`src/rtl/pipeline_pkg.sv`:
```
// Shared types and default timing for the pipeline hazard controller.
package pipeline_pkg;

    typedef enum logic [1:0] {
        FWD_RF = 2'b00,
        FWD_W  = 2'b01,
        FWD_M  = 2'b10
    } fwd_sel_e;

    typedef enum logic {
        MD_IDLE = 1'b0,
        MD_BUSY = 1'b1
    } md_state_e;

    localparam int DEF_MULT_CYCLES = 4;
    localparam int DEF_DIV_CYCLES  = 32;
    localparam int DEF_CNT_W       = 6;

    // Register 0 is hardwired to zero, so it never forwards; M outranks W.
    function automatic fwd_sel_e fwd_e_sel(
        input logic [4:0] src,
        input logic       wr_m,
        input logic [4:0] reg_m,
        input logic       wr_w,
        input logic [4:0] reg_w
    );
        if (wr_m && (reg_m != 5'd0) && (reg_m == src))
            return FWD_M;
        else if (wr_w && (reg_w != 5'd0) && (reg_w == src))
            return FWD_W;
        else
            return FWD_RF;
    endfunction

endpackage

```
`src/rtl/md_seq.sv`:
```
// Multiply/divide occupancy sequencer: busy while the unit computes, done on the final cycle.
//   state   | meaning
//   MD_IDLE | unit free, waiting for a mult/div in execute
//   MD_BUSY | unit computing; counter holds remaining cycles minus one
module md_seq
    import pipeline_pkg::*;
#(
    parameter int MULT_CYCLES = DEF_MULT_CYCLES,
    parameter int DIV_CYCLES  = DEF_DIV_CYCLES,
    parameter int CNT_W       = DEF_CNT_W
) (
    input  logic clk_i,
    input  logic rst_i,
    input  logic start_i,
    input  logic div_i,
    output logic busy_o,
    output logic done_o
);

    md_state_e          r_state;
    md_state_e          w_state_nxt;
    logic [CNT_W-1:0]   r_cnt;
    logic [CNT_W-1:0]   w_cnt_nxt;
    logic [CNT_W-1:0]   w_load_val;

    assign w_load_val = div_i ? CNT_W'(DIV_CYCLES - 1) : CNT_W'(MULT_CYCLES - 1);

    always_ff @(posedge clk_i or posedge rst_i) begin
        if (rst_i) begin
            r_state <= MD_IDLE;
            r_cnt   <= '0;
        end else begin
            r_state <= w_state_nxt;
            r_cnt   <= w_cnt_nxt;
        end
    end

    always_comb begin
        w_state_nxt = r_state;
        w_cnt_nxt   = r_cnt;
        case (r_state)
            MD_IDLE: begin
                if (start_i) begin
                    w_state_nxt = MD_BUSY;
                    w_cnt_nxt   = w_load_val;
                end
            end
            MD_BUSY: begin
                // A start at nonzero count is ignored; only the final cycle may chain.
                if (r_cnt == '0) begin
                    if (start_i) begin
                        w_cnt_nxt = w_load_val;
                    end else begin
                        w_state_nxt = MD_IDLE;
                    end
                end else begin
                    w_cnt_nxt = r_cnt - CNT_W'(1);
                end
            end
            default: begin
                w_state_nxt = MD_IDLE;
                w_cnt_nxt   = '0;
            end
        endcase
    end

    assign busy_o = (r_state == MD_BUSY);
    assign done_o = (r_state == MD_BUSY) && (r_cnt == '0);

endmodule

```
`src/rtl/hazard_ctrl.sv`:
```
// Hazard, forwarding and mult/div sequencing control for the five-stage MIPS pipeline.
module hazard_ctrl
    import pipeline_pkg::*;
#(
    parameter int MULT_CYCLES = DEF_MULT_CYCLES,
    parameter int DIV_CYCLES  = DEF_DIV_CYCLES,
    parameter int CNT_W       = DEF_CNT_W
) (
    input  logic       clk_i,
    input  logic       rst_i,
    input  logic [4:0] rs_d_i,
    input  logic [4:0] rt_d_i,
    input  logic [4:0] rs_e_i,
    input  logic [4:0] rt_e_i,
    input  logic [4:0] write_reg_e_i,
    input  logic [4:0] write_reg_m_i,
    input  logic [4:0] write_reg_w_i,
    input  logic       reg_write_e_i,
    input  logic       reg_write_m_i,
    input  logic       reg_write_w_i,
    input  logic       mem_to_reg_e_i,
    input  logic       mem_to_reg_m_i,
    input  logic       branch_d_i,
    input  logic       jump_reg_d_i,
    input  logic       branch_taken_d_i,
    input  logic       md_start_e_i,
    input  logic       md_div_e_i,
    input  logic       hilo_use_d_i,
    output logic       stall_f_o,
    output logic       stall_d_o,
    output logic       flush_d_o,
    output logic       flush_e_o,
    output logic       forward_a_d_o,
    output logic       forward_b_d_o,
    output logic [1:0] forward_a_e_o,
    output logic [1:0] forward_b_e_o,
    output logic       md_busy_o,
    output logic       md_done_o
);

    fwd_sel_e w_fwd_a_e;
    fwd_sel_e w_fwd_b_e;
    logic     w_md_busy;
    logic     w_md_done;
    logic     w_rs_pending;
    logic     w_rt_pending;
    logic     w_lw_stall;
    logic     w_br_stall;
    logic     w_md_stall;
    logic     w_stall;

    md_seq #(
        .MULT_CYCLES (MULT_CYCLES),
        .DIV_CYCLES  (DIV_CYCLES),
        .CNT_W       (CNT_W)
    ) u_md_seq (
        .clk_i   (clk_i),
        .rst_i   (rst_i),
        .start_i (md_start_e_i),
        .div_i   (md_div_e_i),
        .busy_o  (w_md_busy),
        .done_o  (w_md_done)
    );

    assign w_fwd_a_e = fwd_e_sel(rs_e_i, reg_write_m_i, write_reg_m_i, reg_write_w_i, write_reg_w_i);
    assign w_fwd_b_e = fwd_e_sel(rt_e_i, reg_write_m_i, write_reg_m_i, reg_write_w_i, write_reg_w_i);

    assign forward_a_e_o = w_fwd_a_e;
    assign forward_b_e_o = w_fwd_b_e;

    assign forward_a_d_o = reg_write_m_i && (write_reg_m_i != 5'd0) && (write_reg_m_i == rs_d_i);
    assign forward_b_d_o = reg_write_m_i && (write_reg_m_i != 5'd0) && (write_reg_m_i == rt_d_i);

    assign w_lw_stall = mem_to_reg_e_i && ((rt_e_i == rs_d_i) || (rt_e_i == rt_d_i));

    // A decode-stage compare needs operands that are still in flight from E, or loading in M.
    assign w_rs_pending = (reg_write_e_i && (write_reg_e_i == rs_d_i)) ||
                          (mem_to_reg_m_i && (write_reg_m_i == rs_d_i));
    assign w_rt_pending = (reg_write_e_i && (write_reg_e_i == rt_d_i)) ||
                          (mem_to_reg_m_i && (write_reg_m_i == rt_d_i));

    assign w_br_stall = (branch_d_i && (w_rs_pending || w_rt_pending)) ||
                        (jump_reg_d_i && w_rs_pending);

    // The done cycle already has the result available, so HI/LO users may proceed.
    assign w_md_stall = hilo_use_d_i && w_md_busy && !w_md_done;

    assign w_stall = w_lw_stall || w_br_stall || w_md_stall;

    assign stall_f_o = w_stall;
    assign stall_d_o = w_stall;
    assign flush_e_o = w_stall;
    assign flush_d_o = branch_taken_d_i && !w_stall;

    assign md_busy_o = w_md_busy;
    assign md_done_o = w_md_done;

endmodule

```
`config.mk`:
```
export PLATFORM = sky130hd
export DESIGN_NAME = hazard_ctrl
export DESIGN_NICKNAME = d
export VERILOG_FILES = /design/src/rtl/pipeline_pkg.sv /design/src/rtl/md_seq.sv /design/src/rtl/hazard_ctrl.sv
export SDC_FILE = /design/constraint.sdc
export NUM_CORES = 1
export LEC_CHECK = 0
export CORE_MARGIN = 3
export CORE_UTILIZATION = 43
export DETAILED_ROUTE_END_ITERATION = 8
export PLACE_DENSITY = 0.91
export SYNTH_ARGS = -nofsm -noshare
export SYNTH_HDL_FRONTEND = slang
export SYNTH_SLANG_ARGS = --single-unit
export TNS_END_PERCENT = 10
```
`constraint.sdc`:
```
create_clock -name clk_i -period 5.2 [get_ports clk_i]
set_input_delay 1.04 -clock clk_i [delete_from_list [all_inputs] [get_ports clk_i]]
set_output_delay 1.04 -clock clk_i [all_outputs]
set_load 0.02 [all_outputs]
```
Word-level counts from Yosys, hierarchy flattened
Cells that the tools add are included.

Mux-type cells: 11. Bitwise operators: 1. Reductions and logical operators: 31. Add/sub/neg operators: 1. Equal/unequal tests: 10.

Operators by type and width (number): 5-bit equality test (10); 1-bit logical AND (19); 6-bit two-way mux (2); 6-bit case mux with 2 select lines (1); 5-bit nonzero test (2); 1-bit logical OR (7); 6-bit logical NOT (1); 6-bit by 1-bit subtractor with 6-bit output (second input constant) (1); 5-bit two-way mux (1); 1-bit two-way mux (4); 2-bit two-way mux (2); 1-bit logical NOT (2); 1-bit case mux with 2 select lines (1); 1-bit inverter (1).

Word-level logic and storage cells: 56. Input bits: 48. Register bits: 7. Output and inout bits: 12.

Depth between registers and ports, before layout
Gate-level depths: netlist (run 1).

Depth after elaboration: 10. Gate-level depth with buffers: 6. Depth with buffers taken out: 5.

Cells and area by module
A second synthesis (run 1) with hierarchy kept.

Cell total of the unflattened synthesis: 130. Area total of the unflattened synthesis: 1133.6 µm².

Modules (own cells, without submodules): hazard_ctrl (instances 1, cells each 92, area each 720.7 µm², seq. area each 0.0 µm²); md_seq (instances 1, cells each 38, area each 412.9 µm², seq. area each 175.2 µm²).

Worst setup path before layout (run 1)
No wires, ideal clock.

Path type: input to output. Start point: in write_reg_m_i[2]. End point: out forward_a_e_o[0]. Data required time: 4160 ps. Buffers on the path: 1. Path slack: 1636 ps. Stages on the path: 5. Arrival: 2524 ps. Cell sequence: buf_2 > or4_4 > o21ai_4 > nor4_2 > nor4_2.

Word-level cells in the longest chain between the ends: 4. Elaborated cells on any way between the ends: 5. Classes of those cells: eq/ne: 1; mux: 1; reduce/logical: 3.

RTL lines: start: declaration (line hazard_ctrl.sv:16) `input logic [4:0] write_reg_m_i,`; 5-bit nonzero test (line pipeline_pkg.sv:27) `if (wr_m && (reg_m != 5'd0) && (reg_m == src))`; 1-bit logical AND (line pipeline_pkg.sv:27); 1-bit logical AND (*) (line pipeline_pkg.sv:27); 2-bit two-way mux (*) (line pipeline_pkg.sv:27); end: declaration (line hazard_ctrl.sv:35) `output logic [1:0] forward_a_e_o,`.

Every way passes the cells marked *; elsewhere a longest branch is shown, timed or not.

Worst setup path after layout (run 1)
Start point: in write_reg_m_i[1]. End point: out forward_a_e_o[0].

The elaborated chain is that of the path after synthesis.

==> results of run 1 <==
[worst paths after layout]
kind / from / to / slack [ns] / cells past startpoint
setup / recovery: write_reg_m_i[1] / forward_a_e_o[0] / 0.77 / 6
hold / removal: u_md_seq.r_cnt[5] / u_md_seq.r_cnt[5] / 0.49 / 1
setup reg to reg: u_md_seq.r_cnt[0] / u_md_seq.r_cnt[2] / 3.48 / 6
hold reg to reg: u_md_seq.r_cnt[5] / u_md_seq.r_cnt[5] / 0.49 / 1
max in group asynchronous: rst_i / u_md_seq.r_cnt[5] / 3.95 / 2
min in group asynchronous: rst_i / u_md_seq.r_cnt[2] / 1.02 / 2
[power breakdown]
group          switching, mW  internal, mW
Sequential            0.0271        0.0792
Clock                 0.0211        0.0293
Combinational         0.0912         0.100
[cell type report]
cell class	count	area share, %
Inverter	6	1.29
Multi-Input combinational cell	113	50.9
Clock buffer	4	1.51
Sequential cell	7	10.0
Tap cell	28	2.01
Timing Repair Buffer	60	34.3
[placed cells by master, fill, tap and decap left out, types with 4 or more instances in the layout]
cell type	n
nand3_1	4
and3_1	4
inv_1	6
nor4_2	4
xnor2_1	9
nor3_1	7
nor2_1	5
xor2_1	41
dfrtp_1	7
nor4_1	5
clkdlybuf4s50_1	59
[kinds of logic after synthesis]
group | count (synthesis) | synth area share (%)
buf+inv | 14 | 6.29
xor+xnor | 50 | 38.6
fa+ha+maj | 2 | 2.21
mux | 4 | 3.64
flops | 7 | 15.5
compound gates | 15 | 9.49
simple gates | 42 | 24.3
[routing by layer]
layer | track usage [%] | vias to the layer above | routed length (um)
li1 | - | 590 | -
met1 | 26.3 | 587 | 1350
met2 | 41.5 | 58 | 1820
met3 | 3.17 | 12 | 218
met4 | 6.95 | 0 | 92
met5 | 0 | - | 0
[through the flow]
| step | power, mW | util [%] | hold slack [ns] | worst slack, ns |
|---|---|---|---|---|
| 6_report | 0.348 | 73.9 | 0.488 | 0.765 |
| 2_1_floorplan | 0.212 | - | 0.451 | 1.64 |
| 4_1_cts | 0.351 | 73.9 | 0.494 | 0.770 |
| 3_3_place_gp | 0.282 | 72.8 | 0.471 | 0.849 |
| 3_5_place_dp | 0.298 | 72.8 | 0.487 | 0.770 |
| 5_1_grt | 0.377 | 73.9 | 0.514 | 0.692 |
[registers in the layout, summed over array words and instances (netlist names)]
name / cells
u_md_seq.r_cnt: 6
u_md_seq.busy_o: 1
==> flow_summary.json, run 1 <==
{
  "avgSynthCellArea_um2": 8.46,
  "initial_core_util_pct": 48.0,
  "fp-row-count": 17,
  "clock.fmax_ghz": 0.225,
  "gr-usage-all-layers_pct": 22.4,
  "fin_cells": 218,
  "netlist_top_cells_count": "xor2_1 (41), xnor2_1 (9), dfrtp_1 (7), nor3_1 (7), inv_1 (6)",
  "routabilityCongestion": 1.01,
  "yosys-top-cells-area": "xor2_1 (32%), dfrtp_1 (15%), xnor2_1 (7.0%), nor4_2 (4.4%), nor3_1 (3.1%)",
  "crit_buf_inv": 2,
  "viasPerCell": 5.72,
  "multiInputGateArea_um2": 887,
  "yosysTopAreaCell": "xor2_1",
  "synth_nets": 184,
  "synth_top_cell_area_share_pct": 31.7,
  "ys_ff_latch": 7,
  "port_buffers": 59,
  "synthCells": 134,
  "fin_nets": 241,
  "finalMaxSlewViolations": 0,
  "fin_area_mm2": 0.00174,
  "place_area_mm2": 0.00172,
  "setup-tns-final_ns": 0,
  "wirelength_um": 3480,
  "place_inst": 214,
  "outcome": "finished, final reports clean",
  "ios": 60,
  "regArea_um2": 175,
  "syn_to_final_growth_pct": 53.9,
  "dieArea_mm2": 0.00329,
  "drt-initial-drc-count": 33,
  "synth_warnings": 0,
  "slowest_delay_ns": 0.64,
  "drive_gt1_share_pct": 6.32,
  "cts_setup_buffers": 0,
  "ant_nets": 0,
  "async_flop_share_pct": 100,
  "hold_viol_final": 0,
  "htreeDepth": 1,
  "crit_arrival_ns": 3.39,
  "synth.distinct_cells": 35,
  "cts_tree": "yes",
  "fin_crit_ns": 4.43,
  "p_leak_nw": 0.689,
  "finalCritPeriodShare_pct": 85.3,
  "ys.flop_type": "dfrtp_1",
  "core_area_mm2": 0.00236,
  "grt_pass1_wl_um": 5890,
  "ys_seq_area_share_pct": 15.5,
  "numClockSinks": 7,
  "cts_root_buffer": "clkbuf_4",
  "criticalPathCategory": "in -> out",
  "worstMarginPinSlew_ns": 0.427,
  "synth_most_common_cell": "xor2_1",
  "powerDensity_mw_per_mm2": 199,
  "slowest_stage": "clkdlybuf4s50_1",
  "ctsHoldBuffers": 0,
  "skew_ns": 0.00288,
  "wl_per_cell_um": 16.0,
  "hpwl_um": 3090,
  "cp_cell_sequence": "clkdlybuf4s50_1 > or4_4 > o21ai_4 > nor4_2 > nor4_2 > clkdlybuf4s50_1",
  "ir_drop_uv": 138,
  "worstPathRequired_ns": 4.16,
  "vias": 1247,
  "finalSetupViolCount": 0,
  "nFillCells": 171,
  "grt_max_degree": 13,
  "cts_resized": 0,
  "hold_class": "reg -> reg",
  "grt_pass1_vias": 1349,
  "critPathCaptureType": "primary output",
  "grt-ovfl-total": 0,
  "cts_buffers": 3,
  "worst_setup_path_start_kind": "input pin",
  "die_h_um": 57.3,
  "clkTransAtPathRegs_ns": 0.05,
  "antenna_cells": 0,
  "antenna_found_initial": 0,
  "critPathTopFamily": "buffers and inverters",
  "netlist_area_mm2": 0.00113,
  "worst-path-max-fanout": 5,
  "die_w_um": 57.3,
  "first_pass_iters": 4,
  "clock_path_buffers": 2,
  "clkLatencyLatePin_ns": 0.26,
  "rsz0062_at_grt": "no",
  "max_slew_margin_pct": 71.3,
  "drc": 0,
  "cap_violations": 0,
  "synth_edf_count": 0
}
Power figures use the tool's default switching activity.
==> inputs of run 2 (changes only) <==
--- a/config.mk
+++ b/config.mk
@@ -5,10 +5,13 @@
 export SDC_FILE = /design/constraint.sdc
 export NUM_CORES = 1
 export LEC_CHECK = 0
+export ABC_CLOCK_PERIOD_IN_PS = 5200
 export CORE_MARGIN = 3
 export CORE_UTILIZATION = 43
 export DETAILED_ROUTE_END_ITERATION = 8
+export HOLD_SLACK_MARGIN = 0.1
 export PLACE_DENSITY = 0.91
+export SETUP_SLACK_MARGIN = 0.4
 export SYNTH_ARGS = -nofsm -noshare
 export SYNTH_HDL_FRONTEND = slang
 export SYNTH_SLANG_ARGS = --single-unit
==> results of run 2 <==
The final DEF is identical to that of run 1; final timing and power are the same.
==> inputs of run 3 (changes only) <==
--- a/config.mk
+++ b/config.mk
@@ -6,6 +6,8 @@
 export NUM_CORES = 1
 export LEC_CHECK = 0
 export ABC_CLOCK_PERIOD_IN_PS = 5200
+export CAP_MARGIN = 20
+export CORE_ASPECT_RATIO = 1.5
 export CORE_MARGIN = 3
 export CORE_UTILIZATION = 43
 export DETAILED_ROUTE_END_ITERATION = 8
==> run 3 against run 2 <==
Sequential cell count unchanged. Cell count is 1.8% lower. Setup slack better by 0.022 ns. Routed wire length increased by 1.8%. Fmax increased by 0.49%. Clock skew is 0.0024 ns lower.
==> flow_summary.json, run 3 (synthesis gave the netlist of run 1 again) <==
{
  "outcome": "finished, final reports clean",
  "worstReg2RegStart": "u_md_seq.r_cnt[4]",
  "rsz0062_at_grt": "no",
  "ctsHoldBuffers": 0,
  "initial_core_util_pct": 45.8,
  "cts_buffers": 3,
  "worstMarginPinSlew_ns": 0.478,
  "antenna_found_initial": 0,
  "grt_pass1_vias": 1332,
  "port_buffers": 59,
  "vias": 1261,
  "comb_power_share_pct": 55.2,
  "critPathCaptureType": "primary output",
  "htreeDepth": 1,
  "p_int_mw": 0.208,
  "clkPwrFrac_pct": 14.4,
  "grt_pass1_wl_um": 5340,
  "final_common_cell": "clkdlybuf4s50_1",
  "grt_max_degree": 12,
  "cts_setup_buffers": 0,
  "final_cell_mix": "clkdlybuf4s50_1 (59), xor2_1 (41), xnor2_1 (9)",
  "drc": 0,
  "finalPower_mw": 0.343,
  "worstPathRequired_ns": 4.16,
  "finalSetupViolCount": 0,
  "ff2ff_path_depth": 5,
  "seqPwrFrac_pct": 30.4,
  "drt-initial-drc-count": 18,
  "fp-row-count": 22,
  "wirelength_um": 3540,
  "cts_tree": "yes",
  "grt-ovfl-total": 0,
  "first_pass_iters": 5,
  "hpwl_um": 3080,
  "top_register": "u_md_seq.r_cnt",
  "switching_share_pct": 39.4,
  "worst_setup_path_start_kind": "input pin",
  "clock.fmax_ghz": 0.227,
  "largest_register_ffs": 6,
  "cts_root_buffer": "clkbuf_4",
  "fin_nets": 241,
  "wl_per_cell_um": 16.6,
  "clock_path_buffers": 2,
  "dieArea_mm2": 0.00330,
  "clkLatencyLatePin_ns": 0.25,
  "ant_nets": 0,
  "drive_gt1_share_pct": 6.32,
  "setup-tns-final_ns": 0,
  "numClockSinks": 7,
  "crit_arrival_ns": 3.37,
  "hold_path_depth": 1,
  "criticalPathCategory": "in -> out",
  "clkTransAtPathRegs_ns": 0.05,
  "die_w_um": 47.9,
  "ir_drop_uv": 113,
  "p_leak_nw": 0.689,
  "skew_ns": 0.000488,
  "utilization_pct": 70.2,
  "core_area_mm2": 0.00248,
  "ios": 60,
  "finalMaxSlewViolations": 0,
  "hold_class": "reg -> reg",
  "cts_resized": 0,
  "min_to": "u_md_seq.r_cnt[5]",
  "routabilityCongestion": 0.923,
  "gr-usage-all-layers_pct": 22.9,
  "syn_to_final_growth_pct": 53.4,
  "cap_violations": 0,
  "max_slew_margin_pct": 68.1,
  "p_sw_mw": 0.135,
  "die_h_um": 68.9,
  "powerDensity_mw_per_mm2": 197,
  "viasPerCell": 5.89,
  "finalCritPeriodShare_pct": 84.9,
  "hp-start": "u_md_seq.r_cnt[5]",
  "fin_crit_ns": 4.41,
  "worstReg2RegEnd": "u_md_seq.r_cnt[3]",
  "hold_viol_final": 0,
  "worst-path-max-fanout": 5,
  "antenna_cells": 0,
  "rrSetupSlack_ns": 3.33
}
run 3: cell type report:
type                            count  area [um^2]
Clock buffer                        4         26.3
Fill cell                         193          738
Inverter                            6         22.5
Multi-Input combinational cell    113          887
Sequential cell                     7          175
Tap cell                           24         30.0
Timing Repair Buffer               60          598
run 3: power by group through the flow:
stage	clock network [mW]	registers, mW	logic [mW]
finish	0.0492	0.104	0.189
floorplan	0	0.0991	0.113
detailed placement	0	0.104	0.187
global route	0.0531	0.108	0.206
global placement	0	0.104	0.180
CTS	0.0506	0.104	0.189
run 3: per-stage QoR:
step,std cells,hold slack (ns),worst slack [ns],instance area [um^2]
global placement,210,0.475,0.815,1710
floorplan,134,0.451,1.64,1130
CTS,214,0.477,0.772,1740
detailed placement,210,0.471,0.785,1710
global route,214,0.489,0.681,1740
finish,214,0.476,0.787,1740
run 3: critical path, cell delays in order:
cell and delay (ns):
clkdlybuf4s50_1 0.53, or4_4 0.59, o21ai_4 0.20, nor4_2 0.09, nor4_2 0.27, clkdlybuf4s50_1 0.64
run 3: layer usage:
metal	part of all wire, %	GRT usage, %
met5	0	0
met4	6.5	14.8
met3	8.3	3.38
met2	53	44.9
met1	32	19.6
run 3: worst max path at each step:
stage,slack [ns],cells after the start,endpoint,startpoint
finish,0.79,6,forward_b_e_o[0],write_reg_m_i[1]
global route,0.68,6,forward_a_e_o[0],write_reg_m_i[1]
CTS,0.77,6,forward_b_e_o[0],write_reg_m_i[1]
detailed placement,0.78,6,forward_a_e_o[0],write_reg_m_i[1]
global placement,0.82,6,forward_b_e_o[0],write_reg_m_i[1]
floorplan,1.64,5,forward_a_e_o[0],write_reg_m_i[2]
